==> src/rtl/slide_move_gen.sv <==
// Sequential ray-walker: counts pseudo-legal moves of one rook/bishop/queen, one square per clock.
// Optional MOVE_LIST_EN build adds move_valid/move_sq outputs streaming each counted target square.
module slide_move_gen #(
    parameter int BOARD_DIM = 8,
    parameter int COORD_W   = 3,
    parameter int CNT_W     = 3,
    parameter int TOT_W     = 6
) (
    input  logic                           clock,
    input  logic                           reset,
    input  logic                           start,
    input  logic                           player,
    input  logic [1:0]                     kind,
    input  logic [COORD_W-1:0]             row,
    input  logic [COORD_W-1:0]             col,
    input  logic [BOARD_DIM*BOARD_DIM-1:0] occ,
    input  logic [BOARD_DIM*BOARD_DIM-1:0] white,
    output logic                           busy,
    output logic                           done,
    output logic                           err,
    output logic [8*CNT_W-1:0]             dir_counts,
    output logic [TOT_W-1:0]               total_count
`ifdef MOVE_LIST_EN
    ,
    output logic                           move_valid,
    output logic [2*COORD_W-1:0]           move_sq
`endif
);

    localparam int NSQ = BOARD_DIM * BOARD_DIM;
    localparam int SW  = COORD_W + 2;
    localparam int IW  = 2 * COORD_W;
    localparam logic signed [SW-1:0] DIM_S = SW'(BOARD_DIM);

    typedef enum logic [1:0] {S_IDLE, S_WALK, S_DONE} state_t;

    state_t                       state, state_nx;
    logic                         player_q;
    logic [7:0]                   mask_q;
    logic [COORD_W-1:0]           row_q, col_q;
    logic [NSQ-1:0]               occ_q, white_q;
    logic [2:0]                   dir_q;
    logic [COORD_W:0]             step_q;
    logic [7:0][CNT_W-1:0]        cnt_q;
    logic [TOT_W-1:0]             total_q;
    logic                         err_q;

    // bit 3 = found, bits 2:0 = lowest enabled direction at or above 'from'
    function automatic logic [3:0] next_dir(input logic [7:0] m, input int from);
        logic [3:0] r;
        r = 4'b0;
        for (int i = 7; i >= 0; i--)
            if (m[i] && i >= from) r = {1'b1, 3'(i)};
        return r;
    endfunction

    function automatic logic [7:0] kind_mask(input logic [1:0] k);
        case (k)
            2'b00:   return 8'h0F;
            2'b01:   return 8'hF0;
            2'b10:   return 8'hFF;
            default: return 8'h00;
        endcase
    endfunction

    logic coord_bad;
    generate
        if (BOARD_DIM >= (1 << COORD_W)) begin : g_full
            assign coord_bad = 1'b0;
        end else begin : g_part
            assign coord_bad = (row >= COORD_W'(BOARD_DIM)) || (col >= COORD_W'(BOARD_DIM));
        end
    endgenerate

    logic       accept, bad_req;
    logic [3:0] first_dir, nd;
    assign accept    = (state == S_IDLE) && start;
    assign bad_req   = (kind == 2'b11) || coord_bad;
    assign first_dir = next_dir(kind_mask(kind), 0);
    assign nd        = next_dir(mask_q, int'(dir_q) + 1);

    // Candidate square; two spare bits keep both under- and overflow visibly off-board.
    logic signed [SW-1:0] row_s, col_s, step_s, rr, cc;
    logic                 up, dn, lf, rt, off, sq_occ, own, take, end_dir;
    logic [IW-1:0]        idx;

    assign row_s  = {2'b00, row_q};
    assign col_s  = {2'b00, col_q};
    assign step_s = {1'b0, step_q};

    always_comb begin
        up = (dir_q == 3'd2) || (dir_q == 3'd4) || (dir_q == 3'd5);
        dn = (dir_q == 3'd3) || (dir_q == 3'd6) || (dir_q == 3'd7);
        lf = (dir_q == 3'd0) || (dir_q == 3'd4) || (dir_q == 3'd6);
        rt = (dir_q == 3'd1) || (dir_q == 3'd5) || (dir_q == 3'd7);
        rr = up ? row_s + step_s : (dn ? row_s - step_s : row_s);
        cc = rt ? col_s + step_s : (lf ? col_s - step_s : col_s);
        off = rr[SW-1] || (rr >= DIM_S) || cc[SW-1] || (cc >= DIM_S);
        idx = IW'(rr[COORD_W-1:0]) * IW'(BOARD_DIM) + IW'(cc[COORD_W-1:0]);
        sq_occ  = !off && occ_q[idx];
        own     = sq_occ && (white_q[idx] == player_q);
        take    = (state == S_WALK) && !off && !own;
        end_dir = off || sq_occ;
    end

    always_ff @(posedge clock or negedge reset) begin
        if (!reset) state <= S_IDLE;
        else        state <= state_nx;
    end

    always_comb begin
        state_nx = state;
        busy     = 1'b0;
        done     = 1'b0;
        case (state)
            S_IDLE: if (start) state_nx = bad_req ? S_DONE : S_WALK;
            S_WALK: begin
                busy = 1'b1;
                if (end_dir && !nd[3]) state_nx = S_DONE;
            end
            S_DONE: begin
                done     = 1'b1;
                state_nx = S_IDLE;
            end
            default: state_nx = S_IDLE;
        endcase
    end

    always_ff @(posedge clock or negedge reset) begin
        if (!reset) begin
            player_q <= 1'b0;
            mask_q   <= '0;
            row_q    <= '0;
            col_q    <= '0;
            occ_q    <= '0;
            white_q  <= '0;
            dir_q    <= '0;
            step_q   <= '0;
            cnt_q    <= '0;
            total_q  <= '0;
            err_q    <= 1'b0;
        end else if (accept) begin
            player_q <= player;
            mask_q   <= kind_mask(kind);
            row_q    <= row;
            col_q    <= col;
            occ_q    <= occ;
            white_q  <= white;
            dir_q    <= first_dir[2:0];
            step_q   <= (COORD_W+1)'(1);
            cnt_q    <= '0;
            total_q  <= '0;
            err_q    <= bad_req;
        end else if (state == S_WALK) begin
            if (take) begin
                cnt_q[dir_q] <= cnt_q[dir_q] + CNT_W'(1);
                total_q      <= total_q + TOT_W'(1);
            end
            if (end_dir) begin
                if (nd[3]) dir_q <= nd[2:0];
                step_q <= (COORD_W+1)'(1);
            end else begin
                step_q <= step_q + (COORD_W+1)'(1);
            end
        end
    end

    assign err         = err_q;
    assign dir_counts  = cnt_q;
    assign total_count = total_q;

`ifdef MOVE_LIST_EN
    assign move_valid = take;
    assign move_sq    = {rr[COORD_W-1:0], cc[COORD_W-1:0]};
`endif

endmodule

==> config.mk <==
export PLATFORM = sky130hd
export DESIGN_NAME = slide_move_gen
export DESIGN_NICKNAME = d
export VERILOG_FILES = /design/src/rtl/slide_move_gen.sv
export SDC_FILE = /design/constraint.sdc
export NUM_CORES = 1
export LEC_CHECK = 0
export CORE_MARGIN = 2
export CORE_UTILIZATION = 53
export DETAILED_ROUTE_END_ITERATION = 8
export PLACE_DENSITY = 0.92
export SYNTH_ARGS = -nofsm -noshare
export SYNTH_HDL_FRONTEND = slang
export SYNTH_SLANG_ARGS = --single-unit
==> constraint.sdc <==
create_clock -name clock -period 5.4 [get_ports clock]
set_clock_uncertainty 0.05 [all_clocks]
set_input_delay 1.08 -clock clock [delete_from_list [all_inputs] [get_ports clock]]
set_output_delay 1.08 -clock clock [all_outputs]
set_load 0.01 [all_outputs]
==> reports/summary.txt <==
status -> completed
Final setup viols -> 0
Worst Path Required -> 5.69 ns
H-tree level count -> 4
Critical Path Start -> dir_q[1]
YS warnings -> 0
Reg-to-Reg End -> dir_counts[18]
Worst-Margin Slew -> 1.13 ns
crit-path max cell delay -> 0.84 ns
GRT overflow -> 0
ratio of cells with drive above 1 in the final layout -> 0.0679
gr usage total -> 0.271
Post-route DRC -> 0
relative slew slack -> 0.249
Slew Limit Fails -> 0
Synth Flop Type -> dfrtp_1
most numerous cell in the Yosys netlist -> nand2_1
Final Hold Fails -> 0
top fanout value on the critical path -> 58
Post-synth top cells -> nand2_1 (484), dfrtp_1 (177), mux2i_1 (86), clkbuf_1 (33), nor2_1 (26)
Yosys reg bits -> 177
CP bufs+invs -> 0
starting density of the core -> 0.543
kind of critical path -> flop to flop
final core occ -> 0.681
Placeable Area -> 0.0173 mm²
sequence of cells on the critical path -> ha_1 -> ha_1 -> a2111oi_4 -> mux2_4 -> mux2i_1 -> mux2i_1 -> a32oi_1 -> nand3_1 -> nor4_1 -> o21ai_2 -> nand3_4 -> and3_1 -> mux2i_1
cells after synthesis -> 1,061
Post-CTS Setup Bufs -> 0
Hold Path Class -> flop to flop
final wirelength -> 24.7 mm
Reg area -> 0.00443 mm²
top cells by area, synth -> dfrtp_1 (47%), nand2_1 (19%), mux2i_1 (9.2%), ha_1 (3.3%), mux4_2 (1.9%)
clock buffer depth -> 2
Num CTS Buffers -> 17
Fin Hold WS -> 0.425 ns
setup tns final -> 0 ns
average size of a mapped cell -> 8.86 µm²
worst r2r src -> dir_q[1]
wire length per cell -> 17.0 µm
register area share after synthesis -> 0.471
initial antenna violation count -> 0
maximum vdd drop -> 0.452 mV
Worst path slowest cell -> mux2_4
routed vias/inst -> 5.62
Leak Pwr -> 5.88 nW
worst skew pair latency -> 0.43 ns
worst path arrival time -> 4.85 ns
row count -> 48
Sw Ratio -> 0.443
Die Y-Extent -> 137 µm
switching power -> 0.00321 W
share of Yosys cell area claimed by the top area cell type -> 0.471
crit end category -> flop
Worst Setup Start Kind -> flop
Multi-input gate area -> 0.00462 mm²
Worst path depth -> 13
Int Pwr -> 0.00403 W
via count -> 8,133
CTS resizes -> 0
Cell Area, Synth -> 0.00940 mm²
syn_nets -> 1,230
Final Critical Period -> 4.55 ns
# hold bufs at CTS -> 0
Power Dens Cells -> 614 mW/mm²
Root Buffer -> clkbuf_16
Diodes inserted -> 0
setup ws final -> 0.846 ns
CTS tree -> yes
first-pass GRT wire length -> 39.5 mm
async set-reset flop share out of synthesis -> 1.00
Ports -> 173
die area -> 0.0188 mm²
Area growth syn-to-layout -> 25.4%
CTS sink cnt -> 177
maxcap violations -> 0
initial DRC count -> 748
leading area contributor after synthesis -> dfrtp_1
Final ANT Viol Nets -> 0
clock network power share -> 0.164
Die W -> 137 µm
RePlAce Congestion -> 0.953
most frequent cell on the critical path -> mux2i_1
Logic pwr share -> 0.522
register share of total power -> 0.314
FMAX -> 0.220 GHz
Fill cells -> 1,273
First-pass DRT Iterations -> 5
port bufs -> 172
crit share post-route -> 0.843
Synth cell types -> 69
Place WS -> 0.993 ns
Nets -> 1,378
R2R cell count -> 13
vias in the first global route -> 8,115
unrepaired setup endpoints after global routing -> false
HPWL after detailed placement -> 17.6 mm
reg2reg setup slack -> 0.85 ns
top cell family by delay on the critical path -> multiplexers
Worst-path clk slew -> 0.07 ns
Post-synth EDFFs -> 0
largest net degree at the start of global routing -> 109
Critical Path End -> dir_counts[18]
[registers in the layout, indices dropped and copies added, names as in the netlist, 3 cells and up]
signal       cells
col_q            3
occ_q           64
dir_q            3
step_q           4
row_q            3
total_count      6
dir_counts      24
white_q         64
[power by group through the flow]
stage / Clock [W] / Sequential (W) / Combinational (W)
finish: 0.00119 / 0.00227 / 0.00378
global route: 0.00125 / 0.00231 / 0.00415
CTS: 0.00120 / 0.00225 / 0.00374
detailed placement: 0 / 0.00226 / 0.00369
global placement: 0 / 0.00224 / 0.00355
floorplan: 0 / 0.00215 / 0.00288
[routing by layer]
metal | track usage | up-vias | part of all wire
li1 | - | 3779 | -
met1 | 0.349 | 3898 | 0.40
met2 | 0.464 | 392 | 0.50
met3 | 0.0467 | 64 | 0.068
met4 | 0.0968 | 0 | 0.026
met5 | 0 | - | 0
[kinds of logic (layout without fill, tap and decap cells)]
group / after synthesis / count (layout) / share of synthesized area
AO/OA/AOI/OAI: 86 / 86 / 0.0632
XOR/XNOR: 2 / 2 / 0.00186
adder cells (fa/ha/maj): 29 / 29 / 0.0418
buffers and inverters: 75 / 236 / 0.0386
flip-flops: 177 / 177 / 0.471
multiplexers: 102 / 102 / 0.122
AND/OR/NAND/NOR: 590 / 590 / 0.261
[how the worst min path moves through the flow]
stage / slack [ns] / endpoint / startpoint / cells past startpoint
2_1_floorplan: 0.39 / white_q[55] / white_q[55] / 2
3_3_place_gp: 0.41 / occ_q[16] / occ_q[16] / 2
3_5_place_dp: 0.41 / occ_q[63] / occ_q[63] / 2
4_1_cts: 0.42 / white_q[44] / white_q[44] / 2
5_1_grt: 0.45 / occ_q[32] / occ_q[32] / 2
6_report: 0.42 / white_q[44] / white_q[44] / 2
[per-stage QoR]
| stage | instances | total power (W) | cell area, µm² |
|---|---|---|---|
| 5_1_grt | 1447 | 0.00771 | 11800 |
| 3_5_place_dp | 1415 | 0.00595 | 11200 |
| 2_1_floorplan | 1061 | 0.00503 | 9400 |
| 4_1_cts | 1447 | 0.00718 | 11800 |
| 3_3_place_gp | 1415 | 0.00579 | 11200 |
| 6_report | 1447 | 0.00723 | 11800 |
[final cells by class]
| cell class | instances | share of cell area |
|---|---|---|
| Multi-Input combinational cell | 809 | 0.392 |
| Clock buffer | 18 | 0.0373 |
| Tap cell | 225 | 0.0239 |
| Sequential cell | 177 | 0.376 |
| Clock inverter | 14 | 0.0109 |
| Inverter | 20 | 0.00637 |
| Timing Repair Buffer | 184 | 0.154 |
[placed cells by master (no fill, tap or decap), types with 6 or more instances in the layout]
| master | instances |
|---|---|
| a21oi_1 | 19 |
| buf_4 | 12 |
| clkbuf_16 | 17 |
| clkdlybuf4s50_1 | 171 |
| dfrtp_1 | 177 |
| ha_1 | 25 |
| inv_1 | 19 |
| mux2i_1 | 86 |
| mux4_2 | 8 |
| nand2_1 | 483 |
| nand2b_1 | 9 |
| nand3_1 | 16 |
| nand4_1 | 10 |
| nor2_1 | 26 |
| nor2b_1 | 9 |
| nor3_1 | 6 |
| o21ai_0 | 21 |
[tightest hold or removal path, stage by stage, from the launching register on]
cell and delay [ns]:
dfrtp_1 0.34, nand2_1 0.05, nand2_1 0.05
Power figures use the tool's default switching activity.
